### src/rtl/multicycle_ctrl.sv
// Multicycle instruction-sequencing controller.
// Walks each instruction through FETCH/DECODE/EXECUTE/WRITE_BACK, with wait
// states for instruction fetch, data memory and generic multicycle units.
// A shared watchdog bounds every wait state. Traps record their cause, and
// completed instructions are counted.
module multicycle_ctrl #(
  parameter int NUM_UNITS = 2,
  parameter int TIMEOUT   = 255,
  parameter int TMO_W     = 8,
  parameter int CNT_W     = 32
) (
  input  logic                 clk,
  input  logic                 reset,
  input  logic                 fetch_busy,
  input  logic                 decoder_illegal,
  input  logic                 is_load_store,
  input  logic                 mem_busy,
  input  logic                 mem_fault,
  input  logic [NUM_UNITS-1:0] unit_req,
  input  logic [NUM_UNITS-1:0] unit_busy,
  output logic [2:0]           state,
  output logic [NUM_UNITS-1:0] unit_start,
  output logic                 rf_we,
  output logic                 pc_en,
  output logic                 trap_valid,
  output logic [1:0]           trap_cause,
  output logic [CNT_W-1:0]     retire_count
);

  typedef enum logic [2:0] {
    S_FETCH      = 3'b000,
    S_DECODE     = 3'b001,
    S_EXECUTE    = 3'b010,
    S_WRITE_BACK = 3'b011,
    S_MEM_WAIT   = 3'b100,
    S_TRAP       = 3'b101,
    S_UNIT_WAIT  = 3'b110,
    S_FETCH_WAIT = 3'b111
  } state_t;

  localparam logic [1:0] CAUSE_NONE    = 2'b00;
  localparam logic [1:0] CAUSE_ILLEGAL = 2'b01;
  localparam logic [1:0] CAUSE_MEM     = 2'b10;
  localparam logic [1:0] CAUSE_TIMEOUT = 2'b11;

  // Watchdog limit; a limit of zero turns the watchdog off entirely.
  localparam logic [TMO_W-1:0] TMO_LIMIT = TMO_W'(TIMEOUT);
  localparam bit               TMO_EN    = (TIMEOUT != 0);

  state_t                 state_reg, state_next;
  logic [TMO_W-1:0]       wd_reg, wd_next;
  logic [NUM_UNITS-1:0]   sel_reg, sel_next;
  logic [NUM_UNITS-1:0]   unit_start_reg, unit_start_next;
  logic [1:0]             cause_reg, cause_next;
  logic [CNT_W-1:0]       retire_reg, retire_next;

  logic [NUM_UNITS-1:0]   low_req;
  logic                   in_wait;
  logic                   wait_busy;
  logic                   timeout;
  logic                   unit_first;

  // Isolate the lowest-index requesting unit (one-hot); lower index wins ties.
  always_comb begin
    low_req = '0;
    for (int i = NUM_UNITS - 1; i >= 0; i--) begin
      if (unit_req[i]) begin
        low_req    = '0;
        low_req[i] = 1'b1;
      end
    end
  end

  // Busy condition of whichever wait state is active; drives the watchdog trip.
  always_comb begin
    wait_busy = 1'b0;
    in_wait   = 1'b0;
    case (state_reg)
      S_FETCH_WAIT: begin
        in_wait   = 1'b1;
        wait_busy = fetch_busy;
      end
      S_MEM_WAIT: begin
        in_wait   = 1'b1;
        wait_busy = mem_busy;
      end
      S_UNIT_WAIT: begin
        in_wait   = 1'b1;
        wait_busy = |(unit_busy & sel_reg);
      end
      default: begin
        in_wait   = 1'b0;
        wait_busy = 1'b0;
      end
    endcase
  end

  assign timeout    = TMO_EN && (wd_reg == TMO_LIMIT) && wait_busy;
  // The start pulse is present exactly during the first UNIT_WAIT cycle,
  // so it doubles as the "ignore busy this cycle" marker.
  assign unit_first = |unit_start_reg;

  // Next-state, trap-cause, unit-select and strobe decode.
  always_comb begin
    state_next      = state_reg;
    cause_next      = cause_reg;
    sel_next        = sel_reg;
    unit_start_next = '0;
    rf_we           = 1'b0;
    pc_en           = 1'b0;
    trap_valid      = 1'b0;
    case (state_reg)
      S_FETCH: begin
        state_next = fetch_busy ? S_FETCH_WAIT : S_DECODE;
      end
      S_FETCH_WAIT: begin
        if (timeout) begin
          state_next = S_TRAP;
          cause_next = CAUSE_TIMEOUT;
        end else if (!fetch_busy) begin
          state_next = S_DECODE;
        end
      end
      S_DECODE: begin
        if (decoder_illegal) begin
          state_next = S_TRAP;
          cause_next = CAUSE_ILLEGAL;
        end else begin
          state_next = S_EXECUTE;
        end
      end
      S_EXECUTE: begin
        if (|unit_req) begin
          state_next      = S_UNIT_WAIT;
          sel_next        = low_req;
          unit_start_next = low_req;
        end else if (is_load_store) begin
          state_next = S_MEM_WAIT;
        end else begin
          state_next = S_WRITE_BACK;
        end
      end
      S_UNIT_WAIT: begin
        if (!unit_first) begin
          if (timeout) begin
            state_next = S_TRAP;
            cause_next = CAUSE_TIMEOUT;
          end else if (!(|(unit_busy & sel_reg))) begin
            state_next = S_WRITE_BACK;
          end
        end
      end
      S_MEM_WAIT: begin
        if (mem_fault) begin
          state_next = S_TRAP;
          cause_next = CAUSE_MEM;
        end else if (timeout) begin
          state_next = S_TRAP;
          cause_next = CAUSE_TIMEOUT;
        end else if (!mem_busy) begin
          state_next = S_WRITE_BACK;
        end
      end
      S_WRITE_BACK: begin
        rf_we      = 1'b1;
        pc_en      = 1'b1;
        state_next = S_FETCH;
      end
      S_TRAP: begin
        trap_valid = 1'b1;
        pc_en      = 1'b1;
        state_next = S_FETCH;
      end
      default: begin
        state_next = S_FETCH;
      end
    endcase
  end

  // Watchdog restarts on any state change and saturates while waiting.
  always_comb begin
    wd_next = wd_reg;
    if (state_next != state_reg) begin
      wd_next = '0;
    end else if (in_wait && (wd_reg != TMO_LIMIT)) begin
      wd_next = wd_reg + TMO_W'(1);
    end
  end

  // Retire counter advances once per WRITE_BACK, wrapping naturally.
  always_comb begin
    retire_next = retire_reg;
    if (state_reg == S_WRITE_BACK) begin
      retire_next = retire_reg + CNT_W'(1);
    end
  end

  // State and bookkeeping registers with synchronous reset.
  always_ff @(posedge clk) begin
    if (reset) begin
      state_reg      <= S_FETCH;
      wd_reg         <= '0;
      sel_reg        <= '0;
      unit_start_reg <= '0;
      cause_reg      <= CAUSE_NONE;
      retire_reg     <= '0;
    end else begin
      state_reg      <= state_next;
      wd_reg         <= wd_next;
      sel_reg        <= sel_next;
      unit_start_reg <= unit_start_next;
      cause_reg      <= cause_next;
      retire_reg     <= retire_next;
    end
  end

  assign state        = state_reg;
  assign unit_start   = unit_start_reg;
  assign trap_cause   = cause_reg;
  assign retire_count = retire_reg;

endmodule
### config.mk
export PLATFORM = sky130hd
export DESIGN_NAME = multicycle_ctrl
export DESIGN_NICKNAME = d
export VERILOG_FILES = /design/src/rtl/multicycle_ctrl.sv
export SDC_FILE = /design/constraint.sdc
export NUM_CORES = 1
export LEC_CHECK = 0
export ABC_AREA = 0
export CAP_MARGIN = 10
export CELL_PAD_IN_SITES_DETAIL_PLACEMENT = 1
export CELL_PAD_IN_SITES_GLOBAL_PLACEMENT = 1
export CORE_AREA = 10 10 105 107
export CTS_BUF_LIST = sky130_fd_sc_hd__clkbuf_16
export DETAILED_ROUTE_END_ITERATION = 8
export DIE_AREA = 0 0 115 117
export PLACE_DENSITY = 0.72
export REMOVE_ABC_BUFFERS = 1
export SETUP_SLACK_MARGIN = 0.05
export SLEW_MARGIN = 20
export SYNTH_ARGS = -nofsm -noshare
export SYNTH_HDL_FRONTEND = slang
export SYNTH_SLANG_ARGS = --single-unit
### constraint.sdc
create_clock -name clk -period 5.55 [get_ports clk]
set_clock_uncertainty 0.05 [all_clocks]
set_input_delay 0.8325 -clock clk [delete_from_list [all_inputs] [get_ports clk]]
set_output_delay 0.8325 -clock clk [all_outputs]
set_load 0.005 [all_outputs]
# --- After elaboration in Yosys (flattened, before gate mapping) ---
# Cells that the tools add are included.
classes:
  add_sub_neg: 2
  eq_ne: 12
  mux: 25
  bitwise: 3
  reduce_logical: 13
ops:
  columns: ["op", "count"]
  rows:
  - ["2-to-1 mux 3 bit", 12]
  - ["adder 32 x 1 -> 32 bit (second input constant)", 1]
  - ["case mux 3 bit (7 select lines)", 1]
  - ["== test 3 bit (second input constant)", 4]
  - ["2-to-1 mux 2 bit", 6]
  - ["OR reduction 2 bit", 5]
  - ["adder 8 x 1 -> 8 bit (second input constant)", 1]
  - ["== test 8 bit (second input constant)", 1]
  - ["!= test 8 bit (second input constant)", 1]
  - ["case mux 2 bit (4 select lines)", 1]
  - ["== test 3 x 2 -> 1 bit (second input constant)", 2]
  - ["OR reduction 3 bit", 2]
  - ["2-to-1 mux 1 bit", 4]
  - ["!= test 2 bit (second input constant)", 2]
  - ["nonzero test 4 bit", 1]
  - ["== test 3 x 1 -> 1 bit (second input constant)", 1]
  - ["zero test 3 bit", 1]
  - ["!= test 3 bit", 1]
  - ["case mux 1 bit (3 select lines)", 1]
  - ["AND reduction 3 bit", 1]
  - ["AND 2 bit", 1]
  - ["logical AND 1 bit", 2]
  - ["NOT 1 bit", 2]
  - ["AND reduction 2 bit", 1]
word_totals:
  regBits: 49
  inputBits: 11
  out_inout_bits: 42
  wordCells: 61

# --- Longest topological paths before layout ---
logic_depth:
  depth_word: 9
  depth_mapped: 9
  ltp_nobuf: 7

# --- Least setup slack after synthesis ---
# Ideal clock, no wire load.
synth_path:
  kind: "input port to flip-flop"
  start: "input unit_busy[0]"
  end: "register wd_reg[0]"
  setup_ns: 0.075
  arrival_ns: 2.417
  required_time_ns: 5.425
  setup_slack_ns: 3.009
  path_stages: 7
  path_buffers: 1
  cell_sequence: "a22oi_1 o311ai_2 a311o_2 xnor2_1 or3_1 buf_6 nor3_2"
synth_via:
  elab_chain_cells: 9
  word_cells_on_any_way: 13
  classes_between: "eq/ne (1); mux (8); bitwise (1); reduce/logical (3)"
synth_rtl:
  columns: ["item", "line_no", "source"]
  rows:
  - ["start, declared", "20", "input logic [NUM_UNITS-1:0] unit_busy,"]
  - ["AND 2 bit *", "89, 148", null]
  - ["OR reduction 2 bit *", "89, 148", null]
  - ["case mux 1 bit (3 select lines)", "78", "case (state_reg)"]
  - ["logical AND 1 bit", "98", "assign timeout = TMO_EN && (wd_reg == TMO_LIMIT) && wait_busy;"]
  - ["2-to-1 mux 3 bit (on tied branches)", "157, 145", null]
  - ["2-to-1 mux 3 bit (on tied branches)", "154, 144", null]
  - ["case mux 3 bit (7 select lines) *", "112", "case (state_reg)"]
  - ["!= test 3 bit *", "183", "if (state_next != state_reg) begin"]
  - ["OR reduction 2 bit (no line) *", null, null]
  - ["end signal, assigned", "209", "wd_reg <= wd_next;"]
  - ["end, declared", "51", "logic [TMO_W-1:0] wd_reg, wd_next;"]
# Mark *: on every way between the ends. The rest lies on a longest branch, timed or not.
# A chain may end at the register's enable or synchronous reset.

# --- Final worst setup path ---
layout_path:
  start: "register state_reg[1] (netlist: state[1])"
  end: "output pc_en"
layout_via:
  elab_chain_cells: 3
  word_cells_on_any_way: 4
  classes_between: "eq/ne (2); mux (1); reduce/logical (1)"
layout_rtl:
  columns: ["item", "line_no", "source"]
  rows:
  - ["start, declared", "50", "state_t state_reg, state_next;"]
  - ["start signal, assigned", "208", "state_reg <= state_next;"]
  - ["== test 3 x 2 -> 1 bit or == test 3 bit (tied branches)", "112", null]
  - ["OR reduction 2 bit (no line) *", null, null]
  - ["2-to-1 mux 1 bit *", "112", null]
  - ["end, declared", "24", "output logic pc_en,"]
# Marked as above.

==> summary.txt <==
Status
  – Status: finished, final reports clean

STA
  – Period Utilization, post-route: 57.0%
  – Fmax: 316 MHz
  – Finish-stage setup viols: 0
  – Slew margin rel.: 52.1%
  – Setup tns final: 0 ns
  – Final worst setup slack: 2.39 ns
  – Final Hold Viols: 0
  – Worst-Margin Slew: 0.718 ns
  – Min cycle time layout: 3.16 ns
  – RSZ-0062 raised after global routing: no
  – Slew Viols, Final: 0

Finish
  – Layout overhead on the synthesized area: 30.5%
  – NumNets Final: 335
  – Multi-input logic area: 0.00136 sq mm
  – Reg area: 981 sq um
  – Max reg flops: 32
  – Ant diodes: 0
  – Fill count: 1,070
  – Non-Filler Instances: 434
  – Layout cells sized above 1: 7.74%

Placed design
  – DP Cell Count: 426
  – HPWL after DPL: 4920 um
  – RePlAce Congestion: 0.792
  – Port buffer count: 52
  – Setup Slack @ Placement: 2.28 ns

Hold path
  – Hold_sp: trap_cause[1]$_SDFFE_PP0P_
  – Hold Path End: trap_cause[1]$_SDFFE_PP0P_
  – Worst Hold Class: flop to flop
  – Min-Delay Path Depth: 2

Power and ir drop
  – Comb pwr share: 25.5%
  – Sequential share of power: 43.2%
  – Net switching power figure: 304 uW
  – Internal Dissipation: 642 uW
  – Clock network power share: 31.4%
  – Pwr dens: 298 mW/mm^2
  – Sw Ratio: 32.1%
  – Largest vdd supply drop: 0.127 mV
  – Lkg Pwr: 0.00105 uW

GRT
  – Vias in the first global route: 2,262
  – Initial antenna violation count: 0
  – Largest net degree at the start of global routing: 43
  – All-layer global routing usage: 9.71%
  – GRT overflow: 0
  – First-pass GRT wire length: 11,000 um

Route
  – Met2 Routed Length: 3260 um
  – Top Metal Used: met4
  – Post-DRT Antenna Nets: 0
  – Routed WL per cell: 15.0 um
  – First-pass detailed-route iteration total: 4
  – Violation count after the first detailed-route iteration: 105
  – Metal-1 WL: 2820 um
  – DR vias/cell: 4.89
  – Post-route DRC: 0
  – Vias: 2,122
  – Final WL: 6530 um
  – Met3 WL post-DR: 363 um

Synth
  – FFs w/ async S/R, synth: 0%
  – YS warnings: 0
  – Netlist cell types: 52
  – Post-synth top area share: 40.3%
  – Synth Register Bits: 49
  – Simple logic cell fraction of the synthesized area: 30.6%
  – Syn Area/Cell: 8.91 sq um
  – Synth Area in Compound Gates: 9.37%
  – Adder-Cell Fraction of Synth Area: 1.03%
  – XOR/XNOR share of the synthesized area: 14.0%
  – Most used DFF post-synth: dfxtp_1
  – Synth cell count leaders: 49 x dfxtp_1, 45 x nor2_1, 21 x xor2_1
  – Area leader, netlist: dfxtp_1
  – Sequential area share after synthesis: 40.3%
  – Top-count cell post-synth: dfxtp_1
  – Gate Count Post-Synth: 273
  – Mapped Area: 0.00243 sq mm
  – Synth area leaders: dfxtp_1 40%, xor2_1 7.6%, nor2_1 6.9%
  – Multiplexer share of the synthesized area: 0.823%
  – Largest family of logic cells by synthesized area: simple AND/OR/NAND/NOR gates
  – EDFF count, synth: 0

Floorplanning
  – Die Wd: 115 um
  – FP Rows: 35
  – Ports: 53
  – Starting Density: 26.9%
  – Core footprint: 0.00902 sq mm
  – Die H: 117 um
  – Die ar.: 0.0135 sq mm

Clocking
  – Clk sinks: 49
  – CTS tree: built
  – Hold Buf Count CTS: 0
  – Cts bufs inserted: 5
  – Worst-path clk slew: 0.06 ns
  – Post-cts gate resize count: 0
  – CTS Root Buffer Type: clkbuf_16
  – Clk buf depth: 2
  – H-tree Lvls: 2
  – Worst skew pair latency: 0.29 ns
  – Setup bufs post-CTS: 0

Worst setup path
  – R2r endpoint: retire_count[25]$_SDFFE_PP0P_
  – Slowest CP cell: dfxtp_1
  – Worst setup EP type: output port
  – Critical path, cell by cell: and3b_1 > or2_2 > clkdlybuf4s50_1
  – R2R Path Start: state[1]$_SDFF_PP0_
  – FF-to-FF path depth: 6
  – Worst setup SP type: flop
  – Critical path data arrival time: 2.28 ns
  – Required arrival time at the worst endpoint: 4.67 ns
  – Largest stage delay on the critical path: 0.79 ns
  – Crit path kind: flop to output port
  – Crit Path Max Fanout: 21
  – R2R setup slack: 2.90 ns

Job
  – Max_cap viols: 0
-- layout make-up --
class / instances / share of cell area [%]
Inverter: 7 / 0.828
Clock buffer: 5 / 3.94
Tap cell: 111 / 4.38
Timing Repair Buffer: 53 / 16.6
Clock inverter: 3 / 0.473
Multi-Input combinational cell: 206 / 42.8
Sequential cell: 49 / 30.9
-- layer usage --
metal | GRT usage (%) | vias up
li1 | - | 1042
met3 | 3.16 | 6
met2 | 16.6 | 38
met1 | 11.2 | 1036
met5 | 0 | -
met4 | 3.14 | 0
-- worst max-delay path, delay by kind of cell (launching register included) --
| family | cells | cell delay [ns] |
|---|---|---|
| DFF | 1 | 0.79 |
| and+or+nand+nor | 2 | 0.71 |
| buffers and inverters | 1 | 0.50 |
-- cell families (layout without fill, tap and decap cells) --
kind of cell | Yosys count | after routing
simple gates | 133 | 133
flops | 49 | 49
xor+xnor | 38 | 38
compound gates | 31 | 31
buf+inv | 18 | 68
fa+ha+maj | 2 | 2
mux | 2 | 2
-- cells in the final DEF (no fill, tap or decap), types with 3 or more instances in the layout --
cell type,count
clkbuf_16,5
inv_1,9
nand3_1,15
xnor2_1,16
nor3_1,10
nor3_2,8
nor2_1,45
and2_1,3
xor2_1,21
a21oi_1,10
dfxtp_1,49
nand2_1,15
nand4_1,6
and4_1,5
clkdlybuf4s50_1,52
or2_1,3
-- worst max path at each step --
stage                         from  cells past startpoint  slack [ns]                     end
2_1_floorplan         unit_busy[0]                      6        2.93  wd_reg[0]$_SDFFE_PP0P_
3_3_place_gp          unit_busy[0]                      7        2.38  wd_reg[1]$_SDFFE_PP0P_
3_5_place_dp          unit_busy[0]                      7        2.28  wd_reg[5]$_SDFFE_PP0P_
4_1_cts        state[1]$_SDFF_PP0_                      3        2.38                   pc_en
5_1_grt        state[1]$_SDFF_PP0_                      3        2.25                   pc_en
6_report       state[1]$_SDFF_PP0_                      3        2.39                   pc_en
-- power by group through the flow --
stage                     combinational (uW)  clock [uW]  sequential [uW]
after floorplan                          156           0              405
after global placement                   237           0              416
after detailed placement                 244           0              415
after CTS                                245         308              408
after global routing                     266         320              412
final                                    241         296              408
-- through the flow --
stage / util, % / area [sq um] / hold WS (ns) / total power [uW]
final: 35.2 / 3170 / 0.446 / 946
after detailed placement: 33.6 / 3030 / 0.427 / 659
after CTS: 35.2 / 3170 / 0.446 / 960
after global routing: 35.2 / 3170 / 0.491 / 998
after floorplan: - / 2360 / 0.405 / 562
after global placement: 33.6 / 3030 / 0.430 / 653
Power figures use the tool's default switching activity.
